$ cat config.mk
export PLATFORM = sky130hd
export DESIGN_NAME = pwm_gen
export DESIGN_NICKNAME = d
export VERILOG_FILES = /design/src/rtl/pwm_gen.sv
export SDC_FILE = /design/constraint.sdc
export NUM_CORES = 1
export LEC_CHECK = 0
export ABC_AREA = 1
export CORE_AREA = 2 2 72 74
export DETAILED_ROUTE_END_ITERATION = 10
export DIE_AREA = 0 0 74 76
export PLACE_DENSITY = 0.84
export SYNTH_ARGS = -nofsm -noshare
export SYNTH_HDL_FRONTEND = slang
export SYNTH_SLANG_ARGS = --single-unit
$ cat constraint.sdc
create_clock -name clk_i -period 1.95 [get_ports clk_i]
set_input_delay 0.39 -clock clk_i [delete_from_list [all_inputs] [get_ports clk_i]]
set_output_delay 0.39 -clock clk_i [all_outputs]
set_load 0.05 [all_outputs]
$ cat src/rtl/pwm_gen.sv
// Double-buffered PWM generator with prescaled tick, per-period strobe and
// run/stop sequencing that always completes the current period before parking.
module pwm_gen #(
    parameter int unsigned WIDTH    = 8,
    parameter int unsigned PRESCALE = 1,
    parameter int unsigned MIN_DUTY = 0,
    parameter int unsigned MAX_DUTY = (1 << WIDTH) - 1
) (
    input  logic             clk_i,
    input  logic             rst_i,
    input  logic             ena_i,
    input  logic [WIDTH-1:0] period_i,
    input  logic [WIDTH-1:0] duty_i,
    output logic             pwm_o,
    output logic             cycle_o,
    output logic [WIDTH-1:0] duty_q_o,
    output logic             active_o
);

    localparam int unsigned PRE_W = 16;
    localparam logic [PRE_W-1:0] PRE_LAST = PRE_W'(PRESCALE - 1);
    localparam logic [WIDTH-1:0] MIN_W    = WIDTH'(MIN_DUTY);
    localparam logic [WIDTH-1:0] MAX_W    = WIDTH'(MAX_DUTY);

    typedef enum logic [1:0] {
        IDLE = 2'd0,
        RUN  = 2'd1,
        STOP = 2'd2
    } state_e;

    state_e           state_q, state_d;
    logic [WIDTH-1:0] cnt_q, cnt_d;
    logic [PRE_W-1:0] pre_q, pre_d;
    logic [WIDTH-1:0] duty_q, duty_d;
    logic [WIDTH-1:0] period_q, period_d;
    logic             cycle_q, cycle_d;
    logic [WIDTH-1:0] duty_clamped_c;
    logic             tick_c;
    logic             period_end_c;

    // Duty is clamped on its way into the shadow register
    always_comb begin
        duty_clamped_c = duty_i;
        if (duty_i < MIN_W) begin
            duty_clamped_c = MIN_W;
        end else if (duty_i > MAX_W) begin
            duty_clamped_c = MAX_W;
        end
    end

    assign tick_c       = (pre_q == PRE_LAST);
    assign period_end_c = tick_c && (cnt_q == period_q);

    always_comb begin
        state_d  = state_q;
        cnt_d    = cnt_q;
        pre_d    = pre_q;
        duty_d   = duty_q;
        period_d = period_q;
        cycle_d  = 1'b0;

        unique case (state_q)
            IDLE: begin
                cnt_d = '0;
                pre_d = '0;
                if (ena_i) begin
                    state_d  = RUN;
                    period_d = period_i;
                    duty_d   = duty_clamped_c;
                    cycle_d  = 1'b1;
                end
            end
            RUN, STOP: begin
                pre_d = tick_c ? '0 : pre_q + PRE_W'(1);
                if (tick_c) begin
                    cnt_d = period_end_c ? '0 : cnt_q + WIDTH'(1);
                end
                if (state_q == RUN) begin
                    if (period_end_c) begin
                        period_d = period_i;
                        duty_d   = duty_clamped_c;
                        cycle_d  = 1'b1;
                    end
                    if (!ena_i) begin
                        state_d = STOP;
                    end
                end else begin
                    // A stop only parks at a period boundary
                    if (period_end_c) begin
                        state_d = IDLE;
                    end else if (ena_i) begin
                        state_d = RUN;
                    end
                end
            end
            default: state_d = IDLE;
        endcase
    end

    always_ff @(posedge clk_i) begin
        if (rst_i) begin
            state_q  <= IDLE;
            cnt_q    <= '0;
            pre_q    <= '0;
            duty_q   <= '0;
            period_q <= '0;
            cycle_q  <= 1'b0;
        end else begin
            state_q  <= state_d;
            cnt_q    <= cnt_d;
            pre_q    <= pre_d;
            duty_q   <= duty_d;
            period_q <= period_d;
            cycle_q  <= cycle_d;
        end
    end

    assign pwm_o    = (state_q != IDLE) && (cnt_q < duty_q);
    assign cycle_o  = cycle_q;
    assign duty_q_o = duty_q;
    assign active_o = (state_q != IDLE);

endmodule

==> results.md, run 1 <==
* RD Place Congestion at 0.935
* Vias in the first global route at 2613
* Clk_skew at 0.0152 ns
* Final Hold Fails at 0
* Antenna violations before repair at 0
* Failing checks: setup timing
* Core box area at 4910 um^2
* Worst slew pin tran at 0.510 ns
* First drt pass iteration count at 4
* Final routed wire length divided by cell count at 12.6 um
* Routed vias at 2704
* Switching Share at 0.393
* Top FF cell, synth: dfxtp_1
* DRT iter0 DRCs at 153
* Reg2reg end: cnt_q[2]
* Cells along the critical path: inv_2, ha_4, a21oi_4, o21ai_2, a211oi_4, buf_12
* Die Y at 76 um
* Unrepaired setup endpoints after global routing: true
* H-tree depth at 2
* Slowest cell on the critical path: dfxtp_4
* CP max FO at 2
* Buf+Inv Stages, Crit Path at 2
* ANT cells at 0
* Post-DP HPWL at 4580 um
* Post-synth top cells: nand2_1 (111), inv_1 (65), nor2_1 (53)
* Worst setup margin at -0.0708 ns
* Critical path's top delay family: compound AO/OA/AOI/OAI gates
* Tot GR Track Use at 0.252
* Mean Syn Cell Area at 6.31 um^2
* Worst setup SP type: register
* Final cell count without fillers at 527
* Pwr dens at 812 nW/um^2
* Ys Warns at 0
* Comb power frac at 0.401
* CTS root buf: clkbuf_8
* Tcrit/Tclk final at 1.04
* Max Clk Rate at 0.495 GHz
* Net Sw Power at 1.07 mW
* # hold bufs at CTS at 0
* I/O pins at 30
* Post-synthesis sequential area ratio at 0.325
* CTS tree: yes
* Cells after DPL at 515
* Die area at 5620 um^2
* Starting density of the core at 0.538
* PortBufs at 29
* Synth top area share at 0.325
* Internal power at 1.65 mW
* Reg2reg setup slack at 0.21 ns
* Overflow after GRT at 0
* Final-report max-slew violation count at 0
* Final setup vio count at 1
* Leading area contributor after synthesis: dfxtp_1
* CTS sink count at 43
* CTS Buf Count at 5
* Clock share of power at 0.211
* Leak pwr at 1.54 nW
* Hold path depth at 2
* Cells after synthesis at 419
* Post-layout min period at 2.02 ns
* Worst VDD drop at 0.548 mV
* Hold Startpoint: pre_q[0]
* Hold endpoint: pre_q[0]
* Remaining routing DRC violations at 0
* Yosys cell types at 29
* Clock latency on the worst-skew pair at 0.31 ns
* Crit Path Class: reg -> out
* Clock-pin slew on the worst setup and hold paths at 0.09 ns
* Largest net degree at the start of global routing at 33
* Seq cells post-synth at 43
* Register area at 895 um^2
* Filler cells at 405
* Post-Syn Area at 2650 um^2
* Reg-to-Reg Start: state_q[0]
* Worst Hold Class: reg -> reg
* Asr flop ratio synth at 0
* WP data required at 1.56 ns
* Vias per inst at 5.13
* Area of the multi-input gates at 1580 um^2
* Post-synth EDFFs at 0
* Status: complete, but fails checks
* FF-to-FF path depth at 9
* First-pass GRT wire length at 11400 um
* Floorplan row count at 26
* Max incr delay on CP at 0.36 ns
* Drt total wl at 6610 um
* Synthesized net count at 452
* Final net count at 489
* Max Cap Viol at 0
* Most frequent cell after synthesis: nand2_1
* Routed Antenna Nets at 0
* Area delta synth->final at 26.3%
* Final Power at 2.71 mW
* Slew margin rel. at 0.659
* Synth area leaders: dfxtp_1 (33%), nand2_1 (16%), inv_1 (9.2%)
* Sequential power share at 0.388
* CP endpoint kind: output port
* Worst path arrival time at 1.63 ns
* Fraction of layout cells with a size suffix above 1 at 0.158
* Die W at 74 um
* Clock buffer depth at 2
-- cells by family (layout without fill, tap and decap cells) --
kind of cell | after synthesis | count (layout) | share of synthesized area
adder cells (fa/ha/maj) | 14 | 14 | 0.0662
AND/OR/NAND/NOR | 215 | 215 | 0.341
flip-flops | 43 | 43 | 0.325
XOR/XNOR | 9 | 9 | 0.0298
buffers and inverters | 85 | 123 | 0.133
AO/OA/AOI/OAI | 53 | 53 | 0.105
-- area by class of cell --
type	instances	share of cell area
repair buffers	41	0.125
flip-flops and latches	43	0.268
clock inverters	1	0.00225
multi-input cells	291	0.473
clock buffers	7	0.0229
inverters	74	0.0832
well taps	70	0.0262
-- flip-flops by register name, indices dropped and copies added (netlist names) --
| register | flops |
|---|---|
| cnt_q | 8 |
| cycle_o | 1 |
| duty_q_o | 8 |
| period_q | 8 |
| pre_q | 16 |
| state_q | 2 |
-- how the worst max path moves through the flow --
stage	startpoint	endpoint	slack, ns	cells after the start
after floorplan	duty_q_o[1]	pwm_o	0.009	5
after global placement	duty_q_o[1]	pwm_o	0.19	6
after detailed placement	cnt_q[1]	pwm_o	0.17	5
after CTS	duty_q_o[7]	pwm_o	-0.006	6
after global routing	duty_q_o[7]	pwm_o	-0.13	6
final	duty_q_o[7]	pwm_o	-0.07	6
-- tightest hold or removal path: stages (launching register included) --
cell,delay (ns)
dfxtp_2,0.34
nand2_1,0.05
a21oi_1,0.05
-- through the flow --
step | TNS, ns | area (um^2) | setup slack [ns] | utilization | hold WS [ns]
final | -0.0708 | 3340 | -0.0708 | 0.680 | 0.476
after CTS | -0.00569 | 3300 | -0.00569 | 0.672 | 0.497
after global placement | 0 | 3080 | 0.191 | 0.626 | 0.473
after detailed placement | 0 | 3080 | 0.168 | 0.626 | 0.484
after global routing | -0.130 | 3340 | -0.127 | 0.680 | 0.529
after floorplan | 0 | 2680 | 0.00944 | - | 0.459
-- what timing repair did --
item / CTS / global route
gates resized for setup: 28 / 10
setup buffers: 3 / 1
setup endpoints to repair: 1 / 4
pin swaps: 14 / 3
-- power groups by stage --
stage / clock network, mW / logic [mW] / registers (mW)
after CTS: 0.579 / 1.05 / 1.05
after global routing: 0.618 / 1.20 / 1.06
after floorplan: 0 / 0.593 / 1.17
after global placement: 0 / 0.956 / 1.07
final: 0.572 / 1.09 / 1.05
after detailed placement: 0 / 0.971 / 1.07
-- routing by layer --
layer	global-route usage	routed length [um]	up-vias
met5	0	0	-
met4	0.0818	115	0
met3	0.0516	410	13
met2	0.413	3270	104
met1	0.326	2820	1200
li1	-	-	1387
-- cells in the final DEF, fill, tap and decap left out, drive strengths merged, types with 13 or more instances in the layout --
cell,Yosys,final
clkdlybuf4s50,0,24
a21oi,36,36
nor2,54,54
nand3,28,28
o21ai,13,13
buf,7,14
dfxtp,43,43
ha,14,14
nand2,112,112
inv,74,74
Power figures use the tool's default switching activity.
==> inputs of run 2 (changes only) <==
--- a/config.mk
+++ b/config.mk
@@ -6,10 +6,12 @@
 export NUM_CORES = 1
 export LEC_CHECK = 0
 export ABC_AREA = 1
-export CORE_AREA = 2 2 72 74
+export CORE_AREA = 2 2 70 72
+export CTS_CLUSTER_DIAMETER = 120
 export DETAILED_ROUTE_END_ITERATION = 10
-export DIE_AREA = 0 0 74 76
-export PLACE_DENSITY = 0.84
+export DIE_AREA = 0 0 72 74
+export PLACE_DENSITY = 0.88
+export SKIP_CTS_REPAIR_TIMING = 1
 export SYNTH_ARGS = -nofsm -noshare
 export SYNTH_HDL_FRONTEND = slang
 export SYNTH_SLANG_ARGS = --single-unit
==> constraint.sdc (replaced) <==
create_clock -name clk_i -period 2.5 [get_ports clk_i]
set_input_delay 0.5 -clock clk_i [delete_from_list [all_inputs] [get_ports clk_i]]
set_output_delay 0.5 -clock clk_i [all_outputs]
set_load 0.05 [all_outputs]
==> run 2 against run 1 <==
Against the previous run:
- the run now ends clean
- final area is 8.2% lower
- sequential power decreased by 23%
- hold slack gained 0.031 ns
- critical path depth is 1 lower
- die area down 5.3%
- clock power is 15% lower
- total power down 25%
- worst setup slack better by 0.21 ns
- clock skew shrank 0.0064 ns
==> results.md, run 2 (synthesis gave the netlist of run 1 again) <==
* Buf+Inv Stages, Crit Path at 1
* Clock latency on the worst-skew pair at 0.29 ns
* Max Clk Rate at 0.424 GHz
* Max incr delay on CP at 0.51 ns
* H-tree depth at 2
* Post-layout min period at 2.36 ns
* CP endpoint kind: output port
* Status: complete, no violations
* Post-DP HPWL at 4410 um
* Final routed wire length divided by cell count at 12.0 um
* Routed vias at 2672
* Util after Layout at 0.667
* Dpl ws at 0.482 ns
* CP max FO at 8
* CTS tree: yes
* CTS Buf Count at 5
* Vias per inst at 5.32
* Worst setup margin at 0.141 ns
* Fraction of layout cells with a size suffix above 1 at 0.0625
* Area delta synth->final at 15.9%
* Starting density of the core at 0.575
* Largest register by flop count: pre_q
* Worst Hold Class: reg -> reg
* RD Place Congestion at 0.893
* Vias in the first global route at 2314
* PortBufs at 29
* Clock-pin slew on the worst setup and hold paths at 0.08 ns
* Unrepaired setup endpoints after global routing: false
* Antenna violations before repair at 0
* Worst setup SP type: register
* Die area at 5330 um^2
* First-pass GRT wire length at 10300 um
* WP data required at 2.00 ns
* Worst Hold Slack at 0.508 ns
* Critical path's top delay family: compound AO/OA/AOI/OAI gates
* Final net count at 480
* I/O pins at 30
* Largest net degree at the start of global routing at 33
* Worst path arrival time at 1.86 ns
* CTS root buf: clkbuf_8
* Clk_skew at 0.00876 ns
* First drt pass iteration count at 5
* Floorplan row count at 25
* Slowest cell on the critical path: dfxtp_1
* Worst VDD drop at 0.594 mV
* Remaining routing DRC violations at 0
* Cells after DPL at 494
* Max reg flops at 16
* Die W at 72 um
* CTS sink count at 43
* Final Hold Fails at 0
* Final setup vio count at 0
* Max Cap Viol at 0
* Crit Path Class: reg -> out
* Tot GR Track Use at 0.243
* Final-report max-slew violation count at 0
* Drt total wl at 6040 um
* TNS Setup at 0 ns
* Clock buffer depth at 2
* Core box area at 4600 um^2
* Routed Antenna Nets at 0
* Worst slew pin tran at 0.523 ns
* Most common cell after layout, fill and taps aside: nand2_1
* Die Y at 74 um
* Pwr dens at 661 nW/um^2
* Commonest cells after routing, fill and taps aside: nand2_1 (111), inv_1 (65), nor2_1 (52)
* Leak pwr at 1.45 nW
* Final cell count without fillers at 502
* Tcrit/Tclk final at 0.944
* ANT cells at 0
* DRT iter0 DRCs at 209
* Overflow after GRT at 0
* Slew margin rel. at 0.650
* Cells along the critical path: ha_1, a21oi_1, o21ai_0, a211oi_2, buf_12
-- run 2: cell count changes in the layout (fill, tap and decap cells not counted), sizes merged --
cell / change
clkinvlp: -1
clkdlybuf4s50: +3
dlymetal6s2s: -2
clkbuf: +1
buf: -9
dlygate4sd2: -1
-- run 2: power by group --
group / switching (mW) / total [mW] / internal, mW
sequential: 0.0639 / 0.812 / 0.749
clock: 0.232 / 0.485 / 0.252
combinational: 0.468 / 0.730 / 0.263
total: 0.764 / 2.03 / 1.26
-- run 2: cell type report --
cell class	count	area, um^2
multi-input combinational	291	1440
fill	390	1530
clock buffer	8	100
tap	54	67.6
sequential	43	861
inverter	74	278
timing repair buffer	32	320
-- run 2: tightest hold or removal path: cells and delay by family (launching register included) --
kind            cells  cell delay [ns]
flops               1             0.34
simple gates        1             0.07
compound gates      1             0.06
-- run 2: final timing paths --
kind | endpoint | slack (ns) | from | cells after the start
worst max register to register | pre_q[11] | 0.44 | state_q[0] | 8
worst min-delay path | pre_q[0] | 0.51 | pre_q[0] | 2
worst min register to register | pre_q[0] | 0.51 | pre_q[0] | 2
worst max-delay path | pwm_o | 0.14 | cnt_q[5] | 5
-- run 2: per-layer routing --
metal	up-vias	GRT usage	part of all wire
li1	1366	-	-
met2	96	0.399	0.46
met4	0	0.0587	0.014
met5	-	0	0
met3	8	0.0501	0.055
met1	1202	0.331	0.47
-- run 2: per-stage QoR --
stage               total power [mW]  area (um^2)
global route                    2.15         3070
global placement                1.52         2970
detailed placement              1.55         2970
finish                          2.03         3070
CTS                             2.03         3070
floorplan                       1.36         2650
==> inputs of run 3 (changes only) <==
--- a/config.mk
+++ b/config.mk
@@ -10,7 +10,7 @@
 export CTS_CLUSTER_DIAMETER = 120
 export DETAILED_ROUTE_END_ITERATION = 10
 export DIE_AREA = 0 0 72 74
-export PLACE_DENSITY = 0.88
+export PLACE_DENSITY = 0.82
 export SKIP_CTS_REPAIR_TIMING = 1
 export SYNTH_ARGS = -nofsm -noshare
 export SYNTH_HDL_FRONTEND = slang
==> run 3 against run 2 <==
Against the previous run:
- non-clock buffer count down 1
- critical path depth unchanged
- clock power about the same
- maximum frequency up 1.7%
- global-route usage down 0.69 points
- sequential share of layout area up 0.069 points
- total power down 0.93%
- worst setup slack better by 0.040 ns
- largest power group unchanged
==> results.md, run 3 (synthesis gave the netlist of run 1 again) <==
* Status: complete, no violations
* Die area at 5330 um^2
* Worst slew pin tran at 0.509 ns
* Crit Path Class: reg -> out
* Worst path arrival time at 1.82 ns
* Dpl ws at 0.521 ns
* Largest register by flop count: pre_q
* PortBufs at 29
* TNS Setup at 0 ns
* CTS Buf Count at 5
* First drt pass iteration count at 4
* Slew margin rel. at 0.660
* Die Y at 74 um
* Worst Hold Class: reg -> reg
* Max reg flops at 16
* Max Cap Viol at 0
* Cells after DPL at 493
* Starting density of the core at 0.575
* Floorplan row count at 25
* CP endpoint kind: output port
* Remaining routing DRC violations at 0
* CTS tree: yes
* H-tree depth at 2
* Vias in the first global route at 2356
* Fraction of layout cells with a size suffix above 1 at 0.0604
* Core box area at 4600 um^2
* Max Clk Rate at 0.431 GHz
* RD Place Congestion at 0.925
* Max incr delay on CP at 0.50 ns
* Drt total wl at 5950 um
* CTS root buf: clkbuf_8
* Largest net degree at the start of global routing at 33
* Final Hold Fails at 0
* Final-report max-slew violation count at 0
* Final setup vio count at 0
* Tot GR Track Use at 0.236
* Final routed wire length divided by cell count at 11.9 um
* Antenna violations before repair at 0
* Routed Antenna Nets at 0
* Unrepaired setup endpoints after global routing: false
* CP max FO at 8
* ANT cells at 0
* Commonest cells after routing, fill and taps aside: nand2_1 (111), inv_1 (65), nor2_1 (52)
* Buf+Inv Stages, Crit Path at 1
* CTS sink count at 43
* Die W at 72 um
* Post-layout min period at 2.32 ns
* First-pass GRT wire length at 9980 um
* Vias per inst at 5.18
* Pwr dens at 657 nW/um^2
* WP data required at 2.00 ns
* Cells along the critical path: ha_1, a21oi_1, o21ai_0, a211oi_2, buf_12
* Post-DP HPWL at 4480 um
* Clock latency on the worst-skew pair at 0.29 ns
* Worst setup margin at 0.181 ns
* Area delta synth->final at 15.7%
* Worst VDD drop at 0.496 mV
* Final net count at 479
* Routed vias at 2595
* Most common cell after layout, fill and taps aside: nand2_1
* Leak pwr at 1.45 nW
* Overflow after GRT at 0
* Cell Area, Placed at 2960 um^2
* Clk_skew at 0.00411 ns
* I/O pins at 30
* Reg2reg setup slack at 0.49 ns
* Clock buffer depth at 2
* Final cell count without fillers at 501
* Fin area at 3060 um^2
* Critical path's top delay family: compound AO/OA/AOI/OAI gates
* Tcrit/Tclk final at 0.928
* Util after Layout at 0.665
* Slowest cell on the critical path: dfxtp_1
* Clock-pin slew on the worst setup and hold paths at 0.08 ns
* Worst setup SP type: register
* DRT iter0 DRCs at 109
==> run 3: worst paths after layout <==
check | from | end | cells after the start
setup / recovery | cnt_q[5] | pwm_o | 5
hold / removal | pre_q[8] | pre_q[8] | 2
setup reg to reg | state_q[0] | pre_q[11] | 8
hold reg to reg | pre_q[8] | pre_q[8] | 2
==> run 3: layout make-up <==
cell class | instances | area [um^2]
timing repair buffer | 31 | 313
sequential | 43 | 861
tap | 54 | 67.6
inverter | 74 | 278
multi-input combinational | 291 | 1440
clock buffer | 8 | 100
fill | 431 | 1540
==> run 3: power by group <==
part           total, mW  switching (mW)  internal (mW)
registers          0.809          0.0601          0.748
logic              0.715           0.452          0.263
clock network      0.486           0.233          0.252
total               2.01           0.745           1.26
==> run 3: worst reg2reg max path, cell delays in order, from the launching register on <==
cell     delay [ns]
dfxtp_1        0.41
inv_1          0.09
ha_1           0.54
o21ai_1        0.16
nand2_1        0.08
nand2_1        0.28
inv_1          0.19
o21ai_0        0.10
a21oi_1        0.11
==> run 3: layer usage <==
metal,GRT usage,share of wire,routed length [um]
met5,0,0,0
met4,0.0943,0.024,140
met3,0.0420,0.042,252
met2,0.433,0.51,3060
met1,0.273,0.42,2500
==> run 3: through the flow <==
stage	hold slack (ns)	total power [mW]
3_3_place_gp	0.482	1.52
6_report	0.509	2.01
2_1_floorplan	0.462	1.36
5_1_grt	0.527	2.14
4_1_cts	0.504	2.02
3_5_place_dp	0.493	1.54
